==> src/rtl/hd44780_bus_driver.sv <==
// HD44780 8-bit write-only bus driver: takes one byte + RS per start/done handshake.
// Latency: done pulses T_SETUP+T_EN+T_HOLD+(T_EXEC or T_LONG) cycles after the first SETUP cycle.
// Backpressure: start is only sampled in IDLE; requests while busy are dropped, not queued.
module hd44780_bus_driver #(
  parameter int T_SETUP_CYC = 4,
  parameter int T_EN_CYC    = 12,
  parameter int T_HOLD_CYC  = 4,
  parameter int T_EXEC_CYC  = 2000,
  parameter int T_LONG_CYC  = 100000
) (
  input  logic       clk,
  input  logic       reset,
  input  logic [7:0] data_in,
  input  logic       rs_in,
  input  logic       start,
  output logic       done,
  output logic       busy,
  output logic [7:0] LCD_DATA,
  output logic       LCD_RS,
  output logic       LCD_RW,
  output logic       LCD_EN,
  output logic       LCD_ON,
  output logic       LCD_BLON
);

  typedef enum logic [2:0] {
    IDLE  = 3'd0,
    SETUP = 3'd1,
    EN_HI = 3'd2,
    HOLD  = 3'd3,
    EXEC  = 3'd4,
    DONE  = 3'd5
  } state_t;

  // Counter reload values: a state lasting T cycles loads T-1 and leaves at zero.
  localparam logic [23:0] SETUP_LD = 24'(T_SETUP_CYC - 1);
  localparam logic [23:0] EN_LD    = 24'(T_EN_CYC - 1);
  localparam logic [23:0] HOLD_LD  = 24'(T_HOLD_CYC - 1);
  localparam logic [23:0] EXEC_LD  = 24'(T_EXEC_CYC - 1);
  localparam logic [23:0] LONG_LD  = 24'(T_LONG_CYC - 1);

  state_t      state_q, state_d;
  logic [23:0] cnt_q, cnt_d;
  logic [7:0]  data_q, data_d;
  logic        rs_q, rs_d;
  logic        long_q, long_d;
  logic        en_q, en_d;
  logic        done_q, done_d;

  // Clear Display (0x01) and Return Home (0x02/0x03) need the long execution wait.
  logic cmd_is_long;
  assign cmd_is_long = !rs_in && ((data_in == 8'h01) || (data_in[7:1] == 7'b0000001));

  // State, counter, captured bus values and registered strobes.
  always_ff @(posedge clk or posedge reset) begin
    if (reset) begin
      state_q <= IDLE;
      cnt_q   <= '0;
      data_q  <= 8'h00;
      rs_q    <= 1'b0;
      long_q  <= 1'b0;
      en_q    <= 1'b0;
      done_q  <= 1'b0;
    end else begin
      state_q <= state_d;
      cnt_q   <= cnt_d;
      data_q  <= data_d;
      rs_q    <= rs_d;
      long_q  <= long_d;
      en_q    <= en_d;
      done_q  <= done_d;
    end
  end

  // Next-state sequencing; counter reloads on every state entry.
  always_comb begin
    state_d = state_q;
    cnt_d   = cnt_q;
    data_d  = data_q;
    rs_d    = rs_q;
    long_d  = long_q;
    case (state_q)
      IDLE: begin
        if (start) begin
          data_d  = data_in;
          rs_d    = rs_in;
          long_d  = cmd_is_long;
          state_d = SETUP;
          cnt_d   = SETUP_LD;
        end
      end
      SETUP: begin
        if (cnt_q == '0) begin
          state_d = EN_HI;
          cnt_d   = EN_LD;
        end else begin
          cnt_d = cnt_q - 24'd1;
        end
      end
      EN_HI: begin
        if (cnt_q == '0) begin
          state_d = HOLD;
          cnt_d   = HOLD_LD;
        end else begin
          cnt_d = cnt_q - 24'd1;
        end
      end
      HOLD: begin
        if (cnt_q == '0) begin
          state_d = EXEC;
          cnt_d   = long_q ? LONG_LD : EXEC_LD;
        end else begin
          cnt_d = cnt_q - 24'd1;
        end
      end
      EXEC: begin
        if (cnt_q == '0) begin
          state_d = DONE;
          cnt_d   = '0;
        end else begin
          cnt_d = cnt_q - 24'd1;
        end
      end
      DONE: begin
        state_d = IDLE;
        cnt_d   = '0;
      end
      default: begin
        state_d = IDLE;
        cnt_d   = '0;
      end
    endcase
  end

  // EN and done are decoded from the next state and registered, so the pins never glitch.
  always_comb begin
    en_d   = (state_d == EN_HI);
    done_d = (state_d == DONE);
  end

  assign busy     = (state_q != IDLE);
  assign done     = done_q;
  assign LCD_EN   = en_q;
  assign LCD_DATA = data_q;
  assign LCD_RS   = rs_q;
  assign LCD_RW   = 1'b0;
  assign LCD_ON   = 1'b1;
  assign LCD_BLON = 1'b1;

endmodule

==> config.mk <==
export PLATFORM = sky130hd
export DESIGN_NAME = hd44780_bus_driver
export DESIGN_NICKNAME = d
export VERILOG_FILES = /design/src/rtl/hd44780_bus_driver.sv
export SDC_FILE = /design/constraint.sdc
export NUM_CORES = 1
export LEC_CHECK = 0
export BUFFER_PORTS_ARGS = -buffer_cell sky130_fd_sc_hd__buf_4
export CORE_UTILIZATION = 58
export CTS_CLUSTER_SIZE = 24
export DETAILED_ROUTE_END_ITERATION = 10
export PLACE_DENSITY = 0.79
export SLEW_MARGIN = 30
export SYNTH_ARGS = -nofsm -noshare
export SYNTH_HDL_FRONTEND = slang
export SYNTH_SLANG_ARGS = --single-unit
==> constraint.sdc <==
create_clock -name clk -period 3.6 [get_ports clk]
set_input_delay 0.72 -clock clk [delete_from_list [all_inputs] [get_ports clk]]
set_output_delay 0.72 -clock clk [all_outputs]
set_load 0.05 [all_outputs]
==> results.md <==
* Clock network fraction of total power at 21.7%
* Int Power at 0.975 mW
* Critical path buffers and inverters at 1
* Pin count of the biggest net entering global routing at 24
* Cell type of the slowest stage on the worst timing path: or4_1
* Synthesized-area fraction occupied by adder cells at 0.549%
* Commonest register cell after synthesis: dfrtp_1
* Overall routed net length at 5330 um
* Portion of the post-synthesis area used by sequential elements at around 43%
* Share of synthesized registers carrying an async set or reset at 100%
* Max_slew headroom at 41.3%
* Flops & latches, synth at 39
* Highest attainable clock frequency at 323 MHz
* Worst EP required at 3780 ps
* Area taken by flip-flops and latches at between 900 and 1000 um^2
* Endpoint arrival time on the critical path at around 3300 ps
* Max Slew Vio Count at 0
* NumNets Final at 281
* Number of antenna cells inserted at 0
* Sum of negative setup slack at 0 ps
* Net switching fraction of the power at 38.4%
* Cell Area, Synth at 2280 um^2
* Xor and xnor area share after synthesis at 0.768%
* Leak pwr at 1.10 nW
* Startpoint Class: register
* Standard cell core area at 3720 um^2
* Post-route non-filler standard cell count at 316
* Worst-case clock skew at 8.13 ps
* Slew at the pin closest to its max-slew limit at approximately 880 ps
* Net switching power of the design at 0.608 mW
* Fraction of the mapped netlist area in compound gates at 20.6%
* Maximum net fanout on the critical path at 9
* Launching element of the worst setup path: cnt_q[0]
* Io pins at 27
* Remaining antenna violation count at 0
* Worst R2R Path Depth at 7
* IO buf count at 23
* Setup bufs post-CTS at 0
* Setup slack of the worst register-to-register path at 510 ps
* Placer's final routability congestion estimate at 0.892
* Remaining global-route overflow at 0
* Maximum count of clock buffers along a single path at 2
* Final period util at a little under nine tenths
* Via count of the first global-routing pass at 1911
* Number of buffers inserted for hold repair after clock tree synthesis at 0
* Fraction of power consumed by sequential logic at 44.2%
* Crit end category: register
* Clock-pin slew on the worst setup and hold paths at 70 ps
* Overall power at 1.58 mW
* Global-route wire length before repair at 9110 um
* Cell total after placement at about 300
* Clock root buffer: clkbuf_8
* PostCTS Resize Cnt at 0
* CP endpoint: cnt_q[3]
* Number of antenna violations at the first check in global routing at 0
* Instance count on the critical path at 7
* CP Cell Sequence: inv_1, ha_1, or4b_1, or4_1, nor2_1, o21ai_0, a22o_1
* Number of inserted filler cells in the final layout at 309
* Average size of a mapped cell at about 9.0 um^2
* Synth area leaders: dfrtp_1, mux2_2, nor2_1
* Initial DRC count at 148
* CTS tree: done
* Maximum Capacitance Violations at 0
* Total die area at 4190 um^2
* Share of cell area taken by muxes after synthesis at 4.44%
* Total power density per cell area at 624 nW/um^2
* Vias per inst at about 6.4
* Post-synth EDFFs at 0
* Routed wirelength normalized by instance count at 16.9 um
* Initial core utilization at 61.4%
* Critical path start-end classification: register to register
* Footprint of the multi-input gates at 1190 um^2
* # clock sinks at 39
* Number of library cell types mapped by synthesis at 54
* H-Tree Level Count at 2
* Length of the first detailed-routing pass in iterations at 5
* Logic gate share of total power at 34.0%
* Fraction of layout cells with a size suffix above 1 at between 15 and 20%
* RSZ-0062 raised after global routing: no
* Die H at 64.7 um
* Final worst path period need at around 3100 ps
* Delay-heaviest family, CP: simple AND/OR/NAND/NOR gates
* Layout-stage area growth over the synthesis result at 11.2%
* DR vias at 2029
* Largest area contributor in the synthesized netlist: dfrtp_1
* Max rail drop VDD at 0.440 mV
* Worst reg2reg path endpoint: cnt_q[3]
* Total setup violations reported at the end of the flow at 0
* Share of the synthesized area in the top cell type at between 40% and 50%
* Clock latency of the later-clocked register in the worst-skew pair at 290 ps
* Number of rows created at floorplan at 22
* Result of the run: completed
* Hpwl dp at roughly 3800 um
* Post-route DRC violation count at 0
* All-Layer GR Usage at 28.8%
* FF-to-FF Start: cnt_q[0]
* Post-synthesis simple-gate area fraction at between 20% and 30%
* Type of the worst min-delay path: input pin to asynchronous set/reset pin
* Synth Warn # at 0
* Worst stage delay on the critical path at around 770 ps
* Num CTS Buffers at 5
* Hold violation count in the final report at 0
* Cell count after synthesis at 254
* Die Wd at 64.7 um
* Main combinational cell family by area after synthesis: simple AND/OR/NAND/NOR gates
==> final cells by class <==
type | instances | area share [%]
Clock buffer | 6 | 2.86
Timing Repair Buffer | 24 | 7.10
Clock inverter | 1 | 1.18
Inverter | 8 | 1.18
Sequential cell | 39 | 38.5
Multi-Input combinational cell | 190 | 46.8
Tap cell | 48 | 2.37
==> metrics by stage <==
step / hold slack (ps) / utilization, % / setup WS, ps / instance area (um^2)
final: 479 / 68.3 / 506 / 2540
after detailed placement: 479 / 65.5 / 569 / 2430
after floorplan: 451 / - / 933 / 2280
after CTS: 504 / 68.3 / 577 / 2540
after global routing: 527 / 68.3 / 341 / 2540
after global placement: 460 / 65.5 / 633 / 2430
==> kinds of logic after synthesis <==
kind of cell | after synthesis
AND/OR/NAND/NOR | 108
AO/OA/AOI/OAI | 67
flip-flops | 39
buffers and inverters | 26
multiplexers | 9
other | 2
XOR/XNOR | 2
adder cells (fa/ha/maj) | 1
==> sequential cells by signal, indices dropped and copies added, names as in the netlist <==
signal,flops
LCD_DATA,8
LCD_EN,1
LCD_RS,1
cnt_q,24
done,1
long_q,1
state_q,3
==> worst register-to-register path: stages, from the launching register on <==
cell,delay (ps)
dfrtp_1,420
inv_1,90
ha_1,190
or4b_1,620
or4_1,770
nor2_1,460
o21ai_0,190
a22o_1,250
==> power by group through the flow <==
stage / Sequential (mW) / Clock [mW] / Combinational (mW)
2_1_floorplan: 0.702 / 0 / 0.398
3_3_place_gp: 0.696 / 0 / 0.520
3_5_place_dp: 0.700 / 0 / 0.530
4_1_cts: 0.696 / 0.351 / 0.535
5_1_grt: 0.716 / 0.369 / 0.598
6_report: 0.700 / 0.344 / 0.539
==> worst min-delay path by stage <==
stage	startpoint	end	slack, ps	depth (start not counted)
after floorplan	cnt_q[17]	cnt_q[17]	450	1
after global placement	cnt_q[17]	cnt_q[17]	460	1
after detailed placement	cnt_q[17]	cnt_q[17]	480	1
after CTS	cnt_q[17]	cnt_q[17]	500	1
after global routing	reset	cnt_q[21]	530	2
final	reset	cnt_q[14]	480	2
==> routing by layer <==
metal / up-vias / share of wire (%) / track usage [%]
li1: 957 / - / -
met1: 965 / 42 / 38.1
met2: 89 / 49 / 44.5
met3: 18 / 5.7 / 6.87
met4: 0 / 2.6 / 12.8
met5: - / 0 / 0
==> cells in the final DEF (no fill, tap or decap), types with 2 or more instances in the layout <==
cell type,instances
nand3_1,8
conb_1,3
nand2_1,18
a32o_1,2
or4_1,5
nor4_1,5
dfrtp_1,39
nor2_1,26
o21ai_0,18
or3_1,10
o22ai_1,4
mux2_2,9
o31ai_1,2
a22o_1,4
a21o_1,3
buf_4,24
a21boi_0,2
o211ai_1,4
o31a_1,2
nand2b_1,4
a211o_1,2
nor2b_1,2
nor3_1,16
or2_2,3
a21oi_1,9
clkbuf_8,5
xnor2_1,2
inv_1,7
a221oi_1,2
and2_1,2
o221ai_1,2
==> synthesized netlist by cell type (4+ instances only) <==
cell type  instances
nand3_1            8
o211ai_1           4
dfrtp_1           39
nor4_1             5
o22ai_1            4
inv_1              8
mux2_2             9
a22o_1             4
nor2_1            26
nor3_1            16
o21ai_0           18
buf_2              5
or3_1             10
or4_1              5
clkbuf_1           8
nand2b_1           4
nand2_1           18
buf_4              4
a21oi_1            9
No activity file was read; power rests on OpenSTA's default activity.
